===== config.mk =====
export PLATFORM = sky130hd
export DESIGN_NAME = qu_uop_dispatch_flat
export DESIGN_NICKNAME = d
export VERILOG_FILES = /design/src/rtl/qu_uop_dispatch_if.sv /design/src/rtl/qu_uop_dispatch.sv /design/src/flat_wrapper.sv
export SDC_FILE = /design/constraint.sdc
export NUM_CORES = 1
export LEC_CHECK = 0
export ABC_AREA = 1
export BUFFER_PORTS_ARGS = -buffer_cell sky130_fd_sc_hd__buf_4
export CELL_PAD_IN_SITES_DETAIL_PLACEMENT = 1
export CELL_PAD_IN_SITES_GLOBAL_PLACEMENT = 1
export CORE_MARGIN = 2
export CORE_UTILIZATION = 47
export CTS_BUF_LIST = sky130_fd_sc_hd__clkbuf_8
export DETAILED_ROUTE_END_ITERATION = 7
export PLACE_DENSITY = 0.77
export SYNTH_ARGS = -nofsm -noshare
export SYNTH_HDL_FRONTEND = slang
export SYNTH_SLANG_ARGS = --single-unit

===== constraint.sdc =====
create_clock -name clk -period 3.9 [get_ports clk]
set_input_delay 0.585 -clock clk [delete_from_list [all_inputs] [get_ports clk]]
set_output_delay 0.585 -clock clk [all_outputs]
set_load 0.02 [all_outputs]

===== src/rtl/qu_uop_dispatch_if.sv =====
// Dispatch-side bundle: upstream uop handshake, IC/LS head views, occupancy.
// Optional 0-cycle bypass lives in qu_uop_dispatch (QU_DISPATCH_BYPASS_EN).
interface qu_uop_dispatch_if #(
  parameter int IC_DEPTH = 8,
  parameter int LS_DEPTH = 4
);
  logic                        flush;
  logic                        in_valid;
  logic                        in_ready;
  logic [65:0]                 in_uop;

  logic                        ic_valid;
  logic                        ic_ready;
  logic                        ic_is_cont;
  logic [3:0]                  ic_op_sel;
  logic [1:0]                  ic_res_sel;
  logic                        ic_opd34_sel;
  logic [6:0]                  ic_rd;
  logic [6:0]                  ic_rs1;
  logic [6:0]                  ic_rs2;
  logic [3:0]                  ic_vld;
  logic [31:0]                 ic_imm;

  logic                        ls_valid;
  logic                        ls_ready;
  logic                        ls_is_store;
  logic [2:0]                  ls_funct3;
  logic [6:0]                  ls_rd;
  logic [6:0]                  ls_rs1;
  logic [6:0]                  ls_rs2;
  logic [3:0]                  ls_vld;
  logic [31:0]                 ls_imm;

  logic [$clog2(IC_DEPTH):0]   ic_count;
  logic [$clog2(LS_DEPTH):0]   ls_count;

  modport master (
    output flush, in_valid, in_uop, ic_ready, ls_ready,
    input  in_ready,
    input  ic_valid, ic_is_cont, ic_op_sel, ic_res_sel, ic_opd34_sel,
    input  ic_rd, ic_rs1, ic_rs2, ic_vld, ic_imm,
    input  ls_valid, ls_is_store, ls_funct3,
    input  ls_rd, ls_rs1, ls_rs2, ls_vld, ls_imm,
    input  ic_count, ls_count
  );

  modport slave (
    input  flush, in_valid, in_uop, ic_ready, ls_ready,
    output in_ready,
    output ic_valid, ic_is_cont, ic_op_sel, ic_res_sel, ic_opd34_sel,
    output ic_rd, ic_rs1, ic_rs2, ic_vld, ic_imm,
    output ls_valid, ls_is_store, ls_funct3,
    output ls_rd, ls_rs1, ls_rs2, ls_vld, ls_imm,
    output ic_count, ls_count
  );
endinterface


===== src/rtl/qu_uop_dispatch.sv =====
// Qu uop dispatch: steers uops into in-order IC and LS queues by optype.
// Define QU_DISPATCH_BYPASS_EN for 0-cycle head bypass into empty queues.
module qu_uop_dispatch #(
  parameter int IC_DEPTH = 8,
  parameter int LS_DEPTH = 4
) (
  input logic             clk,
  input logic             rst_n,
  qu_uop_dispatch_if.slave bus
);
  localparam int ICW = $clog2(IC_DEPTH);
  localparam int LSW = $clog2(LS_DEPTH);

  typedef logic [65:0] uop_t;

  uop_t ic_mem [IC_DEPTH];
  uop_t ls_mem [LS_DEPTH];

  logic [ICW-1:0] ic_wp, ic_rp;
  logic [ICW:0]   ic_cnt;
  logic [LSW-1:0] ls_wp, ls_rp;
  logic [LSW:0]   ls_cnt;

  logic to_ls, acc;
  logic ic_full, ic_empty, ls_full, ls_empty;
  logic ic_push, ic_pop, ls_push, ls_pop;
  uop_t ic_head, ls_head;
  logic [3:0] ls_unused_ign;

  assign to_ls    = bus.in_uop[1];
  assign ic_full  = ic_cnt == (ICW+1)'(IC_DEPTH);
  assign ls_full  = ls_cnt == (LSW+1)'(LS_DEPTH);
  assign ic_empty = ic_cnt == '0;
  assign ls_empty = ls_cnt == '0;

  // full means no accept, even if the head pops this cycle
  assign bus.in_ready = !bus.flush &&
                        (to_ls ? !ls_full : !ic_full);
  assign acc = bus.in_valid && bus.in_ready;

`ifdef QU_DISPATCH_BYPASS_EN
  logic ic_byp, ls_byp;

  assign ic_byp = rst_n && ic_empty && bus.in_valid &&
                  !to_ls && !bus.flush;
  assign ls_byp = rst_n && ls_empty && bus.in_valid &&
                  to_ls && !bus.flush;

  assign bus.ic_valid = !ic_empty || ic_byp;
  assign bus.ls_valid = !ls_empty || ls_byp;
  assign ic_head = ic_empty ? bus.in_uop : ic_mem[ic_rp];
  assign ls_head = ls_empty ? bus.in_uop : ls_mem[ls_rp];

  // a bypassed uop taken by its cluster is never written
  assign ic_pop  = !ic_empty && bus.ic_ready;
  assign ls_pop  = !ls_empty && bus.ls_ready;
  assign ic_push = acc && !to_ls && !(ic_empty && bus.ic_ready);
  assign ls_push = acc && to_ls && !(ls_empty && bus.ls_ready);
`else
  assign bus.ic_valid = !ic_empty;
  assign bus.ls_valid = !ls_empty;
  assign ic_head = ic_mem[ic_rp];
  assign ls_head = ls_mem[ls_rp];

  assign ic_pop  = bus.ic_valid && bus.ic_ready;
  assign ls_pop  = bus.ls_valid && bus.ls_ready;
  assign ic_push = acc && !to_ls;
  assign ls_push = acc && to_ls;
`endif

  always_ff @(posedge clk) begin
    if (ic_push) ic_mem[ic_wp] <= bus.in_uop;
    if (ls_push) ls_mem[ls_wp] <= bus.in_uop;
  end

  always_ff @(posedge clk or negedge rst_n) begin
    if (!rst_n) begin
      ic_wp  <= '0;
      ic_rp  <= '0;
      ic_cnt <= '0;
    end else if (bus.flush) begin
      ic_wp  <= '0;
      ic_rp  <= '0;
      ic_cnt <= '0;
    end else begin
      if (ic_push) ic_wp <= ic_wp + 1'b1;
      if (ic_pop)  ic_rp <= ic_rp + 1'b1;
      case ({ic_push, ic_pop})
        2'b10:   ic_cnt <= ic_cnt + 1'b1;
        2'b01:   ic_cnt <= ic_cnt - 1'b1;
        default: ic_cnt <= ic_cnt;
      endcase
    end
  end

  always_ff @(posedge clk or negedge rst_n) begin
    if (!rst_n) begin
      ls_wp  <= '0;
      ls_rp  <= '0;
      ls_cnt <= '0;
    end else if (bus.flush) begin
      ls_wp  <= '0;
      ls_rp  <= '0;
      ls_cnt <= '0;
    end else begin
      if (ls_push) ls_wp <= ls_wp + 1'b1;
      if (ls_pop)  ls_rp <= ls_rp + 1'b1;
      case ({ls_push, ls_pop})
        2'b10:   ls_cnt <= ls_cnt + 1'b1;
        2'b01:   ls_cnt <= ls_cnt - 1'b1;
        default: ls_cnt <= ls_cnt;
      endcase
    end
  end

  assign bus.ic_count = ic_cnt;
  assign bus.ls_count = ls_cnt;

  assign bus.ic_is_cont   = ic_head[1:0] == 2'b01;
  assign bus.ic_op_sel    = ic_head[8:5];
  assign bus.ic_res_sel   = ic_head[4:3];
  assign bus.ic_opd34_sel = ic_head[2];
  assign bus.ic_vld       = ic_head[12:9];
  assign bus.ic_rd        = ic_head[19:13];
  assign bus.ic_rs1       = ic_head[26:20];
  assign bus.ic_rs2       = ic_head[33:27];
  assign bus.ic_imm       = ic_head[65:34];

  assign bus.ls_is_store  = ls_head[1:0] == 2'b11;
  assign ls_unused_ign    = ls_head[8:5];
  assign bus.ls_funct3    = ls_head[4:2];
  assign bus.ls_vld       = ls_head[12:9];
  assign bus.ls_rd        = ls_head[19:13];
  assign bus.ls_rs1       = ls_head[26:20];
  assign bus.ls_rs2       = ls_head[33:27];
  assign bus.ls_imm       = ls_head[65:34];
endmodule

===== src/flat_wrapper.sv =====
// flat-port wrapper written by rule: the top's interface ports become plain ports
module qu_uop_dispatch_flat 
#(
  parameter int IC_DEPTH = 8,
  parameter int LS_DEPTH = 4
)
  (clk, rst_n, bus_flush, bus_in_valid, bus_in_uop, bus_ic_ready, bus_ls_ready, bus_in_ready, bus_ic_valid, bus_ic_is_cont, bus_ic_op_sel, bus_ic_res_sel, bus_ic_opd34_sel, bus_ic_rd, bus_ic_rs1, bus_ic_rs2, bus_ic_vld, bus_ic_imm, bus_ls_valid, bus_ls_is_store, bus_ls_funct3, bus_ls_rd, bus_ls_rs1, bus_ls_rs2, bus_ls_vld, bus_ls_imm, bus_ic_count, bus_ls_count);
  qu_uop_dispatch_if #(.IC_DEPTH(IC_DEPTH), .LS_DEPTH(LS_DEPTH)) bus_i ();
  input logic clk;
  input logic rst_n;
  input wire logic [$bits(bus_i.flush)-1:0] bus_flush;
  input wire logic [$bits(bus_i.in_valid)-1:0] bus_in_valid;
  input wire logic [$bits(bus_i.in_uop)-1:0] bus_in_uop;
  input wire logic [$bits(bus_i.ic_ready)-1:0] bus_ic_ready;
  input wire logic [$bits(bus_i.ls_ready)-1:0] bus_ls_ready;
  output wire logic [$bits(bus_i.in_ready)-1:0] bus_in_ready;
  output wire logic [$bits(bus_i.ic_valid)-1:0] bus_ic_valid;
  output wire logic [$bits(bus_i.ic_is_cont)-1:0] bus_ic_is_cont;
  output wire logic [$bits(bus_i.ic_op_sel)-1:0] bus_ic_op_sel;
  output wire logic [$bits(bus_i.ic_res_sel)-1:0] bus_ic_res_sel;
  output wire logic [$bits(bus_i.ic_opd34_sel)-1:0] bus_ic_opd34_sel;
  output wire logic [$bits(bus_i.ic_rd)-1:0] bus_ic_rd;
  output wire logic [$bits(bus_i.ic_rs1)-1:0] bus_ic_rs1;
  output wire logic [$bits(bus_i.ic_rs2)-1:0] bus_ic_rs2;
  output wire logic [$bits(bus_i.ic_vld)-1:0] bus_ic_vld;
  output wire logic [$bits(bus_i.ic_imm)-1:0] bus_ic_imm;
  output wire logic [$bits(bus_i.ls_valid)-1:0] bus_ls_valid;
  output wire logic [$bits(bus_i.ls_is_store)-1:0] bus_ls_is_store;
  output wire logic [$bits(bus_i.ls_funct3)-1:0] bus_ls_funct3;
  output wire logic [$bits(bus_i.ls_rd)-1:0] bus_ls_rd;
  output wire logic [$bits(bus_i.ls_rs1)-1:0] bus_ls_rs1;
  output wire logic [$bits(bus_i.ls_rs2)-1:0] bus_ls_rs2;
  output wire logic [$bits(bus_i.ls_vld)-1:0] bus_ls_vld;
  output wire logic [$bits(bus_i.ls_imm)-1:0] bus_ls_imm;
  output wire logic [$bits(bus_i.ic_count)-1:0] bus_ic_count;
  output wire logic [$bits(bus_i.ls_count)-1:0] bus_ls_count;
  assign bus_i.flush = bus_flush;
  assign bus_i.in_valid = bus_in_valid;
  assign bus_i.in_uop = bus_in_uop;
  assign bus_i.ic_ready = bus_ic_ready;
  assign bus_i.ls_ready = bus_ls_ready;
  assign bus_in_ready = bus_i.in_ready;
  assign bus_ic_valid = bus_i.ic_valid;
  assign bus_ic_is_cont = bus_i.ic_is_cont;
  assign bus_ic_op_sel = bus_i.ic_op_sel;
  assign bus_ic_res_sel = bus_i.ic_res_sel;
  assign bus_ic_opd34_sel = bus_i.ic_opd34_sel;
  assign bus_ic_rd = bus_i.ic_rd;
  assign bus_ic_rs1 = bus_i.ic_rs1;
  assign bus_ic_rs2 = bus_i.ic_rs2;
  assign bus_ic_vld = bus_i.ic_vld;
  assign bus_ic_imm = bus_i.ic_imm;
  assign bus_ls_valid = bus_i.ls_valid;
  assign bus_ls_is_store = bus_i.ls_is_store;
  assign bus_ls_funct3 = bus_i.ls_funct3;
  assign bus_ls_rd = bus_i.ls_rd;
  assign bus_ls_rs1 = bus_i.ls_rs1;
  assign bus_ls_rs2 = bus_i.ls_rs2;
  assign bus_ls_vld = bus_i.ls_vld;
  assign bus_ls_imm = bus_i.ls_imm;
  assign bus_ic_count = bus_i.ic_count;
  assign bus_ls_count = bus_i.ls_count;
  qu_uop_dispatch #(.IC_DEPTH(IC_DEPTH), .LS_DEPTH(LS_DEPTH)) u_core (.clk(clk), .rst_n(rst_n), .bus(bus_i));
endmodule

==> flow_summary_export.csv <==
group,metric,value,unit
run_status,outcome,"completed",
layout,fillCellCount,6308,
sta,fin_skew,0.03612,ns
detailed_routing,first_iter_violations,1585,
power_and_ir_drop,p_leak,12.15,nW
place,dpl_worst_slack,0.9652,ns
sta,worstMarginPinSlew,1.138,ns
sta,hold_slack,0.06671,ns
power_and_ir_drop,p_int,14.63,mW
place,gp_routability_congestion,0.7826,
min_path,hp-start,"bus_in_uop[27]",
clock_tree,clock_sinks,793,
clock_tree,cts_tree,"done",
critical_path,worstSetupPathType,"reg2out",
synth,syn_nets,2313,
die,start_util,47.38,%
sta,max_freq,267.1,MHz
die,die-area,66920,um^2
critical_path,critPathCaptureType,"output pin",
die,top_level_ports,208,
synth,ys_ff_latch,793,
layout,area_growth,16.41,%
critical_path,crit_start,"u_core.ic_rp[0]",
detailed_routing,vias,19653,
place,dp_hpwl,46040,um
synth,ys.flop_type,"edfxtp_1",
grt,grt_pass1_vias,21125,
grt,grt_max_degree,189,
power_and_ir_drop,power_density,615.8,nW/um^2
critical_path,r2r-start,"u_core.bus.ic_count[3]",
sta,relSlewSlack,24.16,%
sta,grt_setup_unrepaired,"false",
die,die_w,258.7,um
clock_tree,clk_pin_slew,0.06,ns
power_and_ir_drop,p_seq_share,44.3,%
sta,slew_viol_final,0,
synth,synth_seq_area_share,77.83,%
power_and_ir_drop,power_switching,7.231,mW
grt,grt_use_total,24.93,%
critical_path,critPathArrivalTime,3.16,ns
run,drv_cap,0,
min_path,worstHoldPathType,"in2reg",
power_and_ir_drop,comb_power_share,25.8,%
detailed_routing,drt-vias-per-instance,5.738,
sta,setup_slack,0.1556,ns
synth,syn_area_per_cell,13.66,um^2
power_and_ir_drop,power.total,21.86,mW
synth,yosys_warnings,0,
die,num_rows,93,
power_and_ir_drop,peakVddDrop,450.3,uV
clock_tree,clk_latency,0.79,ns
detailed_routing,drcViolationCount,0,
detailed_routing,drtAntennaViolNets,0,
clock_tree,clockBufferDepth,3,
die,core-area,64350,um^2
layout,drive_above_1_share,17.53,%
detailed_routing,avgRoutedWirePerCell,24.31,um
detailed_routing,wl,83250,um
detailed_routing,drt_first_pass_iters,5,
synth,netlist-cell-type-count,39,
critical_path,cp_max_fo,188,
sta,finalSetupViolCount,0,
grt,antenna_found_initial,1,
sta,period_share,96.01,%
place,io_buffers,207,
synth,syn_inst,2232,
power_and_ir_drop,clkPwrFrac,29.9,%
die,die_h,258.7,um
critical_path,start_kind,"register",
clock_tree,cts_root_buffer,"clkbuf_8",
synth,syn_area,30490,um^2
clock_tree,cts_buffers,131,
synth,async_flop_share,2.144,%
clock_tree,cts_max_level,4,
sta,hold_violations,0,
synth,synth_edf_count,776,
grt,grt_pass1_wl,125700,um
layout,final_nets,2561,
power_and_ir_drop,switching_share,33.09,%
sta,min_period,3.744,ns
grt,grt-ovfl-total,0,
clock_tree,post_cts_buffers,0,
critical_path,cp.required,3.31,ns
layout,final_core_util,55.16,%
==> flip-flops by register name, indices dropped and copies added, names as in the netlist <==
register / cells
u_core.ic_wp: 3
u_core.bus.ic_count: 4
u_core.ic_rp: 3
u_core.ic_mem: 528
u_core.ls_wp: 2
u_core.bus.ls_count: 3
u_core.ls_mem: 248
u_core.ls_rp: 2
==> logic make-up after synthesis <==
| logic type | after synthesis | synth area share, % |
|---|---|---|
| AO/OA/AOI/OAI | 588 | 10.54 |
| buffers and inverters | 174 | 2.655 |
| XOR/XNOR | 1 | 0.02873 |
| adder cells (fa/ha/maj) | 9 | 0.3940 |
| AND/OR/NAND/NOR | 667 | 8.553 |
| flip-flops | 793 | 77.83 |
==> synth_stat cells (5+ instances only) <==
| library cell | number | share of area (%) |
|---|---|---|
| edfxtp_1 | 776 | 76 |
| nor2_1 | 583 | 7.2 |
| o21ai_0 | 381 | 6.3 |
| o22ai_1 | 124 | 2.5 |
| clkbuf_1 | 85 | 1.0 |
| a31oi_1 | 64 | 1.3 |
| nand2_1 | 52 | 0.64 |
| buf_2 | 39 | 0.64 |
| inv_1 | 26 | 0.32 |
| dfrtp_1 | 17 | 1.4 |
| nand3_1 | 17 | 0.28 |
| buf_6 | 9 | 0.33 |
| ha_1 | 8 | 0.33 |
| inv_2 | 7 | 0.086 |
| o21ai_1 | 6 | 0.098 |
| a21oi_1 | 5 | 0.082 |
==> cells in the final DEF, fill, tap and decap left out, types with 2 or more instances in the layout <==
cell / n
o221ai_1: 4
edfxtp_1: 776
o21ai_0: 381
o22ai_1: 124
a31oi_1: 64
inv_4: 2
inv_2: 7
nand3_2: 2
clkinv_1: 19
clkinvlp_4: 7
a21oi_1: 5
nor2_1: 571
nor2_2: 3
a21oi_2: 2
o21ai_1: 6
buf_4: 223
inv_6: 4
dfrtp_4: 3
nor2_4: 13
diode_2: 3
nand2_2: 2
clkbuf_8: 135
nand3_1: 17
nand2_4: 2
ha_1: 8
nand2_1: 52
inv_1: 65
clkinv_2: 14
dfrtp_1: 13
buf_12: 23
dlygate4sd3_1: 6
==> metal layers <==
metal	part of all wire [%]	GRT usage (%)	vias up
met4	2.8	9.971	0
met2	50	41.86	593
li1	-	-	8731
met1	41	31.67	10168
met5	0	0	-
met3	5.7	5.409	161
==> what timing repair did <==
action / in CTS / in global routing
hold buffers: 6 / 0
hold endpoints to repair: 48 / 0
endpoints found under the setup margin: 0 / 8
resized for setup: 0 / 3
==> worst paths after layout <==
path | endpoint | slack (ns) | cells after the start
min reg2reg | u_core.bus.ls_count[2] | 0.58 | 2
max | bus_ic_op_sel[2] | 0.16 | 6
max reg2reg | u_core.ic_mem[3][33] | 1.49 | 8
min | u_core.ic_mem[3][27] | 0.07 | 1
max in group asynchronous | u_core.ic_rp[1] | 3.39 | 2
min in group asynchronous | u_core.bus.ls_count[0] | 0.25 | 2
==> critical path, cell delays in order (launching register included) <==
cell     delay [ns]
dfrtp_4        0.48
buf_12         0.54
o21ai_0        0.25
o22ai_1        0.24
nor2_1         0.07
a31oi_1        0.45
buf_4          0.24
==> metrics by stage <==
step	cells	cell area [um^2]	setup TNS, ns
floorplan	2232	30500	-208.99
global placement	3196	33140	0
detailed placement	3196	33140	0
CTS	3422	35470	0
global route	3424	35490	0
finish	3425	35490	0
==> power by group through the flow <==
stage	registers (mW)	logic (mW)	clock network, mW
2_1_floorplan	9.80	3.34	0
3_3_place_gp	9.84	5.42	0
3_5_place_dp	9.85	5.65	0
4_1_cts	9.68	5.68	6.65
5_1_grt	9.69	6.10	7.00
6_report	9.68	5.64	6.54
==> area by class of cell <==
cell class	instances	area, um^2	area share [%]
Sequential cell	793	23740	66.89
Multi-Input combinational cell	1265	6041	17.02
Timing Repair Buffer	253	2206	6.215
Clock buffer	135	1858	5.235
Tap cell	855	1070	3.014
Clock inverter	85	410.4	1.156
Inverter	36	158.9	0.4477
Antenna cell	3	7.507	0.02115
Power figures use the tool's default switching activity.
